File: src/rtl/ps2_kbd_slave_if.sv
// Bus-matrix slave channel bundle for ps2_kbd_slave: read and write request/response signals.
interface ps2_kbd_slave_if #(
  parameter int ADDR_W = 64,
  parameter int DATA_W = 64
);
  logic [ADDR_W-1:0] ReadAddrIn;
  logic              ReadValidIn;
  logic [DATA_W-1:0] ReadDataOut;
  logic              SlaverReadReady;
  logic [ADDR_W-1:0] WriteAddrIn;
  logic [DATA_W-1:0] WriteDataIn;
  logic [3:0]        WriteStrb;
  logic              WriteValidIn;
  logic              SlaverWriteReady;

  modport slave (
    input  ReadAddrIn, ReadValidIn, WriteAddrIn, WriteDataIn, WriteStrb, WriteValidIn,
    output ReadDataOut, SlaverReadReady, SlaverWriteReady
  );

  modport master (
    output ReadAddrIn, ReadValidIn, WriteAddrIn, WriteDataIn, WriteStrb, WriteValidIn,
    input  ReadDataOut, SlaverReadReady, SlaverWriteReady
  );
endinterface

File: src/rtl/ps2_kbd_slave.sv
// PS/2 keyboard receiver on a bus-matrix slave port: scancode FIFO, DATA/STATUS/CTRL regs, level IRQ.
// Define PS2_PARITY_CHECK_EN to enforce odd parity on received frames.
module ps2_kbd_slave #(
  parameter int ADDR_W     = 64,
  parameter int DATA_W     = 64,
  parameter int FIFO_DEPTH = 8
) (
  input  logic                 ACLK,
  input  logic                 ARESETn,
  ps2_kbd_slave_if.slave       bus,
  input  logic                 Ps2Clk,
  input  logic                 Ps2Data,
  output logic                 KbdIntOut
);
  localparam int AW = $clog2(FIFO_DEPTH);

  localparam logic [1:0] IDLE   = 2'd0;
  localparam logic [1:0] DATA   = 2'd1;
  localparam logic [1:0] PARITY = 2'd2;
  localparam logic [1:0] STOP   = 2'd3;

  localparam logic [1:0] REG_DATA   = 2'd0;
  localparam logic [1:0] REG_STATUS = 2'd1;
  localparam logic [1:0] REG_CTRL   = 2'd2;

  logic [2:0]        clkSync, datSync;
  logic              fall;
  logic [1:0]        state;
  logic [2:0]        bitCnt;
  logic [7:0]        shiftReg;
  logic              parityBit;
  logic [11:0]       wdCnt;
  logic              timeout;

  logic [7:0]        mem [FIFO_DEPTH];
  logic [AW-1:0]     wrPtr, rdPtr;
  logic [AW:0]       cnt;
  logic              empty, full;
  logic              ovf, ferr;
  logic [1:0]        ctrl;

  logic [1:0]        rdSel, wrSel;
  logic              pop, frameDone, frameOk, parityOk, push, pushAccept;
  logic              wrStatus, wrCtrl;
  logic [DATA_W-1:0] rdMux, rdData;
  logic [3:0]        cntDisp;
  logic [31:0]       cntExt;
  logic [1:0]        rdVldPipe, wrVldPipe;

  assign fall    = ~clkSync[1] & clkSync[2];
  assign empty   = (cnt == '0);
  assign full    = (32'(cnt) == FIFO_DEPTH);
  assign rdSel   = bus.ReadAddrIn[4:3];
  assign wrSel   = bus.WriteAddrIn[4:3];
  assign pop     = bus.ReadValidIn && (rdSel == REG_DATA) && !empty;
  assign wrStatus = bus.WriteValidIn && (wrSel == REG_STATUS);
  assign wrCtrl   = bus.WriteValidIn && (wrSel == REG_CTRL);

`ifdef PS2_PARITY_CHECK_EN
  assign parityOk = ^{shiftReg, parityBit};
`else
  assign parityOk = 1'b1;
`endif

  // datSync[1] is aligned with the clock stage that produced the falling edge
  assign frameDone  = ctrl[0] && fall && (state == STOP);
  assign frameOk    = datSync[1] && parityOk;
  assign push       = frameDone && frameOk;
  assign pushAccept = push && (!full || pop);
  assign timeout    = ctrl[0] && (state != IDLE) && !fall && (wdCnt == 12'hFFF);

  assign cntExt  = 32'(cnt);
  assign cntDisp = (cntExt > 32'd15) ? 4'hF : cntExt[3:0];

  always_comb begin
    rdMux = '0;
    case (rdSel)
      REG_DATA: if (!empty) rdMux[8:0] = {1'b1, mem[rdPtr]};
      REG_STATUS: begin
        rdMux[0]   = !empty;
        rdMux[1]   = ovf;
        rdMux[2]   = ferr;
        rdMux[7:4] = cntDisp;
      end
      REG_CTRL: rdMux[1:0] = ctrl;
      default: rdMux = '0;
    endcase
  end

  always_ff @(posedge ACLK) begin
    if (!ARESETn) begin
      clkSync <= 3'b111;
      datSync <= 3'b111;
    end else begin
      clkSync <= {clkSync[1:0], Ps2Clk};
      datSync <= {datSync[1:0], Ps2Data};
    end
  end

  // Receive FSM; disabling receive abandons the frame silently
  always_ff @(posedge ACLK) begin
    if (!ARESETn) begin
      state     <= IDLE;
      bitCnt    <= '0;
      shiftReg  <= '0;
      parityBit <= 1'b0;
      wdCnt     <= '0;
    end else begin
      if (!ctrl[0] || state == IDLE || fall) wdCnt <= '0;
      else                                  wdCnt <= wdCnt + 12'd1;
      if (!ctrl[0] || timeout) begin
        state  <= IDLE;
        bitCnt <= '0;
      end else if (fall) begin
        case (state)
          IDLE: if (!datSync[1]) begin
            state  <= DATA;
            bitCnt <= '0;
          end
          DATA: begin
            shiftReg <= {datSync[1], shiftReg[7:1]};
            bitCnt   <= bitCnt + 3'd1;
            if (bitCnt == 3'd7) state <= PARITY;
          end
          PARITY: begin
            parityBit <= datSync[1];
            state     <= STOP;
          end
          default: state <= IDLE;
        endcase
      end
    end
  end

  always_ff @(posedge ACLK) begin
    if (pushAccept) mem[wrPtr] <= shiftReg;
  end

  always_ff @(posedge ACLK) begin
    if (!ARESETn) begin
      wrPtr <= '0;
      rdPtr <= '0;
      cnt   <= '0;
      ovf   <= 1'b0;
      ferr  <= 1'b0;
      ctrl  <= '0;
    end else begin
      if (pushAccept) wrPtr <= wrPtr + 1'b1;
      if (pop)        rdPtr <= rdPtr + 1'b1;
      case ({pushAccept, pop})
        2'b10:   cnt <= cnt + 1'b1;
        2'b01:   cnt <= cnt - 1'b1;
        default: cnt <= cnt;
      endcase
      // clears come first so a same-cycle event still latches the flag
      if (wrStatus && bus.WriteDataIn[1]) ovf  <= 1'b0;
      if (wrStatus && bus.WriteDataIn[2]) ferr <= 1'b0;
      if (push && full && !pop)           ovf  <= 1'b1;
      if ((frameDone && !frameOk) || timeout) ferr <= 1'b1;
      if (wrCtrl) ctrl <= bus.WriteDataIn[1:0];
    end
  end

  always_ff @(posedge ACLK) begin
    if (!ARESETn) begin
      rdVldPipe            <= '0;
      wrVldPipe            <= '0;
      rdData               <= '0;
      bus.ReadDataOut      <= '0;
      bus.SlaverReadReady  <= 1'b0;
      bus.SlaverWriteReady <= 1'b0;
      KbdIntOut            <= 1'b0;
    end else begin
      rdVldPipe <= {rdVldPipe[0], bus.ReadValidIn};
      wrVldPipe <= {wrVldPipe[0], bus.WriteValidIn};
      if (bus.ReadValidIn) rdData <= rdMux;
      if (rdVldPipe[0])    bus.ReadDataOut <= rdData;
      bus.SlaverReadReady  <= rdVldPipe[0];
      bus.SlaverWriteReady <= wrVldPipe[0];
      KbdIntOut            <= ctrl[1] && !empty;
    end
  end

  logic unusedBits;
  assign unusedBits = ^{bus.WriteStrb, bus.ReadAddrIn[ADDR_W-1:5], bus.ReadAddrIn[2:0],
                        bus.WriteAddrIn[ADDR_W-1:5], bus.WriteAddrIn[2:0],
                        bus.WriteDataIn[DATA_W-1:3], datSync[2], rdVldPipe[1], wrVldPipe[1],
                        parityBit};
endmodule

File: src/flat_wrapper.sv
// flat-port wrapper written by rule: the top's interface ports become plain ports
module ps2_kbd_slave_flat 
#(
  parameter int ADDR_W     = 64,
  parameter int DATA_W     = 64,
  parameter int FIFO_DEPTH = 8
)
  (ACLK, ARESETn, Ps2Clk, Ps2Data, KbdIntOut, bus_ReadAddrIn, bus_ReadValidIn, bus_WriteAddrIn, bus_WriteDataIn, bus_WriteStrb, bus_WriteValidIn, bus_ReadDataOut, bus_SlaverReadReady, bus_SlaverWriteReady);
  ps2_kbd_slave_if #(.ADDR_W(ADDR_W), .DATA_W(DATA_W)) bus_i ();
  input  logic ACLK;
  input  logic ARESETn;
  input  logic Ps2Clk;
  input  logic Ps2Data;
  output logic KbdIntOut;
  input wire logic [$bits(bus_i.ReadAddrIn)-1:0] bus_ReadAddrIn;
  input wire logic [$bits(bus_i.ReadValidIn)-1:0] bus_ReadValidIn;
  input wire logic [$bits(bus_i.WriteAddrIn)-1:0] bus_WriteAddrIn;
  input wire logic [$bits(bus_i.WriteDataIn)-1:0] bus_WriteDataIn;
  input wire logic [$bits(bus_i.WriteStrb)-1:0] bus_WriteStrb;
  input wire logic [$bits(bus_i.WriteValidIn)-1:0] bus_WriteValidIn;
  output wire logic [$bits(bus_i.ReadDataOut)-1:0] bus_ReadDataOut;
  output wire logic [$bits(bus_i.SlaverReadReady)-1:0] bus_SlaverReadReady;
  output wire logic [$bits(bus_i.SlaverWriteReady)-1:0] bus_SlaverWriteReady;
  assign bus_i.ReadAddrIn = bus_ReadAddrIn;
  assign bus_i.ReadValidIn = bus_ReadValidIn;
  assign bus_i.WriteAddrIn = bus_WriteAddrIn;
  assign bus_i.WriteDataIn = bus_WriteDataIn;
  assign bus_i.WriteStrb = bus_WriteStrb;
  assign bus_i.WriteValidIn = bus_WriteValidIn;
  assign bus_ReadDataOut = bus_i.ReadDataOut;
  assign bus_SlaverReadReady = bus_i.SlaverReadReady;
  assign bus_SlaverWriteReady = bus_i.SlaverWriteReady;
  ps2_kbd_slave #(.ADDR_W(ADDR_W), .DATA_W(DATA_W), .FIFO_DEPTH(FIFO_DEPTH)) u_core (.ACLK(ACLK), .ARESETn(ARESETn), .bus(bus_i), .Ps2Clk(Ps2Clk), .Ps2Data(Ps2Data), .KbdIntOut(KbdIntOut));
endmodule
File: config.mk
export PLATFORM = sky130hd
export DESIGN_NAME = ps2_kbd_slave_flat
export DESIGN_NICKNAME = d
export VERILOG_FILES = /design/src/rtl/ps2_kbd_slave_if.sv /design/src/rtl/ps2_kbd_slave.sv /design/src/flat_wrapper.sv
export SDC_FILE = /design/constraint.sdc
export NUM_CORES = 1
export LEC_CHECK = 0
export ABC_AREA = 1
export CELL_PAD_IN_SITES_DETAIL_PLACEMENT = 1
export CELL_PAD_IN_SITES_GLOBAL_PLACEMENT = 2
export CORE_ASPECT_RATIO = 2
export CORE_MARGIN = 5
export CORE_UTILIZATION = 35
export CTS_CLUSTER_DIAMETER = 200
export DETAILED_ROUTE_END_ITERATION = 10
export DONT_BUFFER_PORTS = 1
export HOLD_SLACK_MARGIN = 0.03
export PLACE_DENSITY_LB_ADDON = 0.1
export SYNTH_ARGS = -nofsm -noshare
export SYNTH_HDL_FRONTEND = slang
export SYNTH_SLANG_ARGS = --single-unit
File: constraint.sdc
create_clock -name ACLK -period 2.45 [get_ports ACLK]
set_input_delay 0.245 -clock ACLK [delete_from_list [all_inputs] [get_ports ACLK]]
set_output_delay 0.245 -clock ACLK [all_outputs]
set_load 0.02 [all_outputs]
-- Word-level counts from Yosys, hierarchy flattened
Memory sizes are Yosys's and may differ from the RTL's. A register that Yosys moved wholly into a read port is not among the register bits.
Index checks and enable logic that the tools add are counted.
- flip-flop bits (word level): 67
- latch bits: 0
- RAM bits: 64
- ROM bits: 0
- input port bits: 202
- output and inout bits: 67
- logic and storage cells: 107
- memories: 1
- memories (name ; words ; width ; read ports ; clocked after memory_dff ; write ports ; line ; source):
    u_core.mem ; 8 ; 8 ; 1 ; 1 ; 1 ; ps2_kbd_slave.sv:35 ; logic [7:0] mem [FIFO_DEPTH];
- add/sub/neg operators: 6
- $mul: 0
- div/mod/pow operators: 0
- $lt $le $gt $ge: 1
- equal/unequal tests: 14
- shifts and indexed selects: 0
- multiplexer cells: 21
- bitwise logic cells: 4
- reduce and logical (&&, ||, !) cells: 41
- operator list (kind ; count):
    logical AND 1 bit ; 17
    one-hot mux 4 bit (2 select lines) ; 2
    adder 12 x 1 -> 12 bit (second input constant) ; 1
    equality test 12 bit (second input constant) ; 1
    one-hot mux 2 bit (3 select lines) ; 2
    equality test 2 bit (second input constant) ; 5
    nonzero test 2 bit ; 5
    adder 3 x 1 -> 3 bit (second input constant) ; 3
    two-way mux 3 bit ; 3
    two-way mux 9 bit ; 1
    AND reduction 3 bit ; 3
    equality test 2 x 1 -> 1 bit (second input constant) ; 4
    two-way mux 1 bit ; 8
    zero test 1 bit ; 6
    one-hot mux 3 bit (2 select lines) ; 1
    logical OR 1 bit ; 5
    adder 4 x 1 -> 4 bit (second input constant) ; 1
    equality test 4 bit (second input constant) ; 1
    > comparator 4 bit (second input constant) ; 1
    zero test 2 bit ; 2
    zero test 4 bit ; 1
    two-way mux 2 bit ; 2
    two-way mux 4 bit ; 1
    OR reduction 2 bit ; 2
    7 further kinds ; 9

-- Depth between registers and ports, before layout
- word-level depth: 8
- mapped depth: 16
- mapped depth without buffers: 16

-- Worst setup path before layout
OpenSTA, ideal clock, no wires.
- path type: register to register
- start: register u_core.state[0]
- end: memory u_core.mem[1][0] (enable)
- library setup time: 0.383 ns
- data arrival time: 1.574 ns
- required time: 2.067 ns
- path slack: 0.493 ns
- stages on the path, launching flop included: 6
- buffers on the path: 0
- clock period less this slack: 1.957 ns
- cell sequence: dfxtp_1 -> ha_1 -> nand4_2 -> nor2_4 -> nand2_1 -> nor3_1
- cells in the longest elaborated chain, start to end: 6
- ends and longest elaborated chain (what ; line ; source):
    start: declaration ; ps2_kbd_slave.sv:28 ; logic [1:0] state;
    start signal: assignment ; ps2_kbd_slave.sv:103 ; state <= IDLE;
    start signal: assignment ; ps2_kbd_slave.sv:112 ; state <= IDLE;
    start signal: assignment ; ps2_kbd_slave.sv:117 ; state <= DATA;
    equality test 2 bit ; ps2_kbd_slave.sv:66 ; assign frameDone = ctrl[0] && fall && (state == STOP);
    logical AND 1 bit ; ps2_kbd_slave.sv:66 ;
    logical AND 1 bit ; ps2_kbd_slave.sv:68 ; assign push = frameDone && frameOk;
    logical AND 1 bit ; ps2_kbd_slave.sv:69 ; assign pushAccept = push && (!full || pop);
    two-way mux 1 bit ; ps2_kbd_slave.sv:136 ; if (pushAccept) mem[wrPtr] <= shiftReg;
    two-way mux 1 bit (implied by the code) ; ps2_kbd_slave.sv:136 ;
    end: declaration ; ps2_kbd_slave.sv:35 ;
Every way passes these cells.

-- Worst setup path in the final report
- start: register u_core.cnt[2]
- end: memory u_core.mem[6][6] (enable)
- cells in the longest elaborated chain, start to end: 7
- elaborated cells on any way between the ends: 9
- those cells by class: eq/ne: 1; mux: 2; reduce/logical: 6
- ends and longest elaborated chain (what ; line ; source):
    start: declaration ; ps2_kbd_slave.sv:37 ; logic [AW:0] cnt;
    start signal: assignment ; ps2_kbd_slave.sv:151 ; 2'b10: cnt <= cnt + 1'b1;
    start signal: assignment ; ps2_kbd_slave.sv:152 ; 2'b01: cnt <= cnt - 1'b1;
    start signal: assignment ; ps2_kbd_slave.sv:153 ; default: cnt <= cnt;
    zero test 4 bit ; ps2_kbd_slave.sv:51 ; assign empty = (cnt == '0);
    zero test 1 bit ; ps2_kbd_slave.sv:55 ; assign pop = bus.ReadValidIn && (rdSel == REG_DATA) && !empty;
    logical AND 1 bit ; ps2_kbd_slave.sv:55 ;
    logical OR 1 bit (*) ; ps2_kbd_slave.sv:69 ;
    logical AND 1 bit (*) ; ps2_kbd_slave.sv:69 ;
    two-way mux 1 bit (*) ; ps2_kbd_slave.sv:136 ;
    two-way mux 1 bit (implied by the code) (*) ; ps2_kbd_slave.sv:136 ;
Mark *: on every way between the ends. The rest lies on a longest branch, timed or not.

==> reports/results.txt <==
Outcome = finished clean
CTS root buf = clkbuf_16
I/O Pins = 269
Final Hold Fails = 0
Area post-placement = 6010 um2
CP Capture Type = register
Highest Clock Rate = 478 MHz
Share of cells above drive strength 1 = 8.67%
Worst hold start = bus_WriteAddrIn[3]
Vias per inst = 4.67
Num CTS Buffers = 17
Initial core utilization = 35.4%
Antenna diodes = 0
Seq/Total Area, Yosys = 56.2%
Initial antenna violation count = 0
Area of the die = 19,700 um2
Peak supply drop = 488 uV
Fin crit period = 2.09 ns
Max clock buf depth = 2
Area grow syn2layout = 12.6%
Cells after Synth = 658
HP Class = input pin to register
Total wire length = 14,600 um
Worst R2R Path Depth = 10
Setup Crit Path Kind = register to register
DRC Markers = 0
GRT Util Overall = 15.6%
Setup bufs post-CTS = 0
Leak Pwr = 2.75 nW
Drt wl/cell = 16.3 um
Synth Warn # = 0
Antenna-violating nets left = 0
Flop2flop setup slack = 0.36 ns
Yosys reg bits = 134
Cell Rows = 67
Least-Margin Pin Slew = 1.04 ns
Post-DP HPWL = 10,700 um
Period utilisation layout = 85.5%
Mapped Area = 5910 um2
Top-area cell type share of the netlist area = 32.5%
1st-iter DRT viols = 122
Vias in the first global route = 4,527
Post-synth top cells = 120 x nand2_1, 85 x nor2_1, 70 x dfxtp_1, 64 x edfxtp_1, 60 x inv_1
Synth async-reset ratio = 0%
Via count = 4,200
Yosys cell types = 32
Syn Area/Cell = 8.98 um2
Reg-to-Reg End = u_core.mem[6][6]
Power Density = 751 nW/um2
RSZ-0062 raised after global routing = false
Placer Congestion = 0.768
Top cells by area, synth = edfxtp_1 33%, dfxtp_1 24%, nand2_1 7.6%
Count leader, synth = nand2_1
Worst EP arrival = 2.21 ns
Final worst slack = 0.356 ns
Final Setup Violations = 0
Die width = 102 um
Core Region = 16,700 um2
Clock sink total = 134
Clock transition at the registers of the reported paths = 0.05 ns
Finished Cell Area = 6650 um2
Hold Path Stages = 3
Drt pass-1 iters = 4
Nets = 892
Reg-to-Reg Start = u_core.cnt[2]
Hold endpoint = u_core.ctrl[0]
Largest net degree at the start of global routing = 31
Die H = 194 um
Global-route wire length before repair = 23,200 um
Cell accounting for the most synthesized area = edfxtp_1
Required @ worst endpoint = 2.56 ns
Worst Skew = 0.00622 ns
Total gr overflow = 0
Htree depth = 4
Fin. max-slew vios = 0
Final setup TNS = 0 ns
CTS tree = done
CP startpoint kind = register
Place WS = 0.312 ns
WHS = 0.0665 ns
Port Buffers = 0
Worst slew margin = 30.7%
Ys flop type = dfxtp_1
Worst-path fanout max = 8
Worst skew pair latency = 0.42 ns
Max-cap violations = 0
Number of synthesized flops with an enable pin = 64
flip-flops by register name, summed over array words and instances (netlist names), 2 cells and up, named ones only:
register,flops
u_core.cnt,4
u_core.wrPtr,3
u_core.wdCnt,12
u_core.rdData,9
u_core.state,2
u_core.bitCnt,3
u_core.bus.ReadDataOut,9
u_core.datSync,2
u_core.mem,64
u_core.clkSync,3
u_core.rdPtr,3
u_core.ctrl,2
u_core.shiftReg,8
critical path, cell delays in order (launching register included):
cell,delay [ns]
dfxtp_1,0.44
inv_2,0.12
nand2_2,0.08
nor2_2,0.06
nor2_4,0.21
nor2_2,0.09
nor2_4,0.12
inv_2,0.06
or2_4,0.26
nor3_2,0.13
buf_4,0.22
report_power, final:
group / internal [W] / total, W / switching [W]
clock network: 0.00158 / 0.00249 / 0.000906
registers: 0.00234 / 0.00237 / 0.0000246
logic: 0.0000227 / 0.000144 / 0.000121
stage by stage:
step	utilization, %	total power, W	instances
floorplan	-	0.00260	712
finish	39.9	0.00500	899
global placement	36.0	0.00254	861
CTS	39.9	0.00506	899
detailed placement	36.0	0.00254	861
global route	39.9	0.00517	899
layout make-up:
cell class              count  area, um2
inverters                  65        244
clock inverters            10        131
well taps                 207        259
multi-input cells         439       2050
clock buffers              21        440
repair buffers             23        203
flip-flops and latches    134       3320
fillers                  1941      10000
cell families (layout without fill, tap and decap cells):
group	Yosys count	in the layout	share of synthesized area, %
AO/OA/AOI/OAI	97	97	8.74
XOR/XNOR	2	2	0.296
adder cells (fa/ha/maj)	10	10	2.12
buffers and inverters	139	119	12.5
flip-flops	134	134	56.2
other	1	55	0.0634
AND/OR/NAND/NOR	275	275	20.1
metal layers:
| metal | part of all wire [%] | GRT usage, % | vias to the layer above |
|---|---|---|---|
| li1 | - | - | 2088 |
| met1 | 36 | 14.7 | 2032 |
| met2 | 59 | 30.6 | 59 |
| met3 | 2.6 | 3.46 | 21 |
| met4 | 2.7 | 6.62 | 0 |
| met5 | 0 | 0 | - |
cells in the final DEF (no fill, tap or decap), types with 10 or more instances in the layout:
| cell type | instances |
|---|---|
| nand3_1 | 37 |
| nand2_1 | 120 |
| dfxtp_1 | 70 |
| clkbuf_16 | 17 |
| a21oi_1 | 38 |
| buf_4 | 15 |
| ha_1 | 10 |
| conb_1 | 55 |
| inv_1 | 60 |
| nor2_1 | 85 |
| edfxtp_1 | 64 |
| o21ai_0 | 47 |
worst max path at each step:
stage / start / to / slack, ns / depth (start not counted)
2_1_floorplan: u_core.state[0] / u_core.mem[1][0] / 0.49 / 5
3_3_place_gp: u_core.cnt[2] / u_core.mem[0][0] / 0.35 / 10
3_5_place_dp: u_core.cnt[2] / u_core.mem[0][0] / 0.31 / 10
4_1_cts: u_core.cnt[2] / u_core.mem[0][6] / 0.30 / 10
5_1_grt: u_core.cnt[2] / u_core.mem[0][6] / 0.20 / 10
6_report: u_core.cnt[2] / u_core.mem[6][6] / 0.36 / 10
timing repair:
action                     CTS  global route
resized for setup            0             0
hold endpoints to repair    41             0
hold buffers                 7             0
setup endpoints to repair    0             0
No activity file was read; power rests on OpenSTA's default activity.
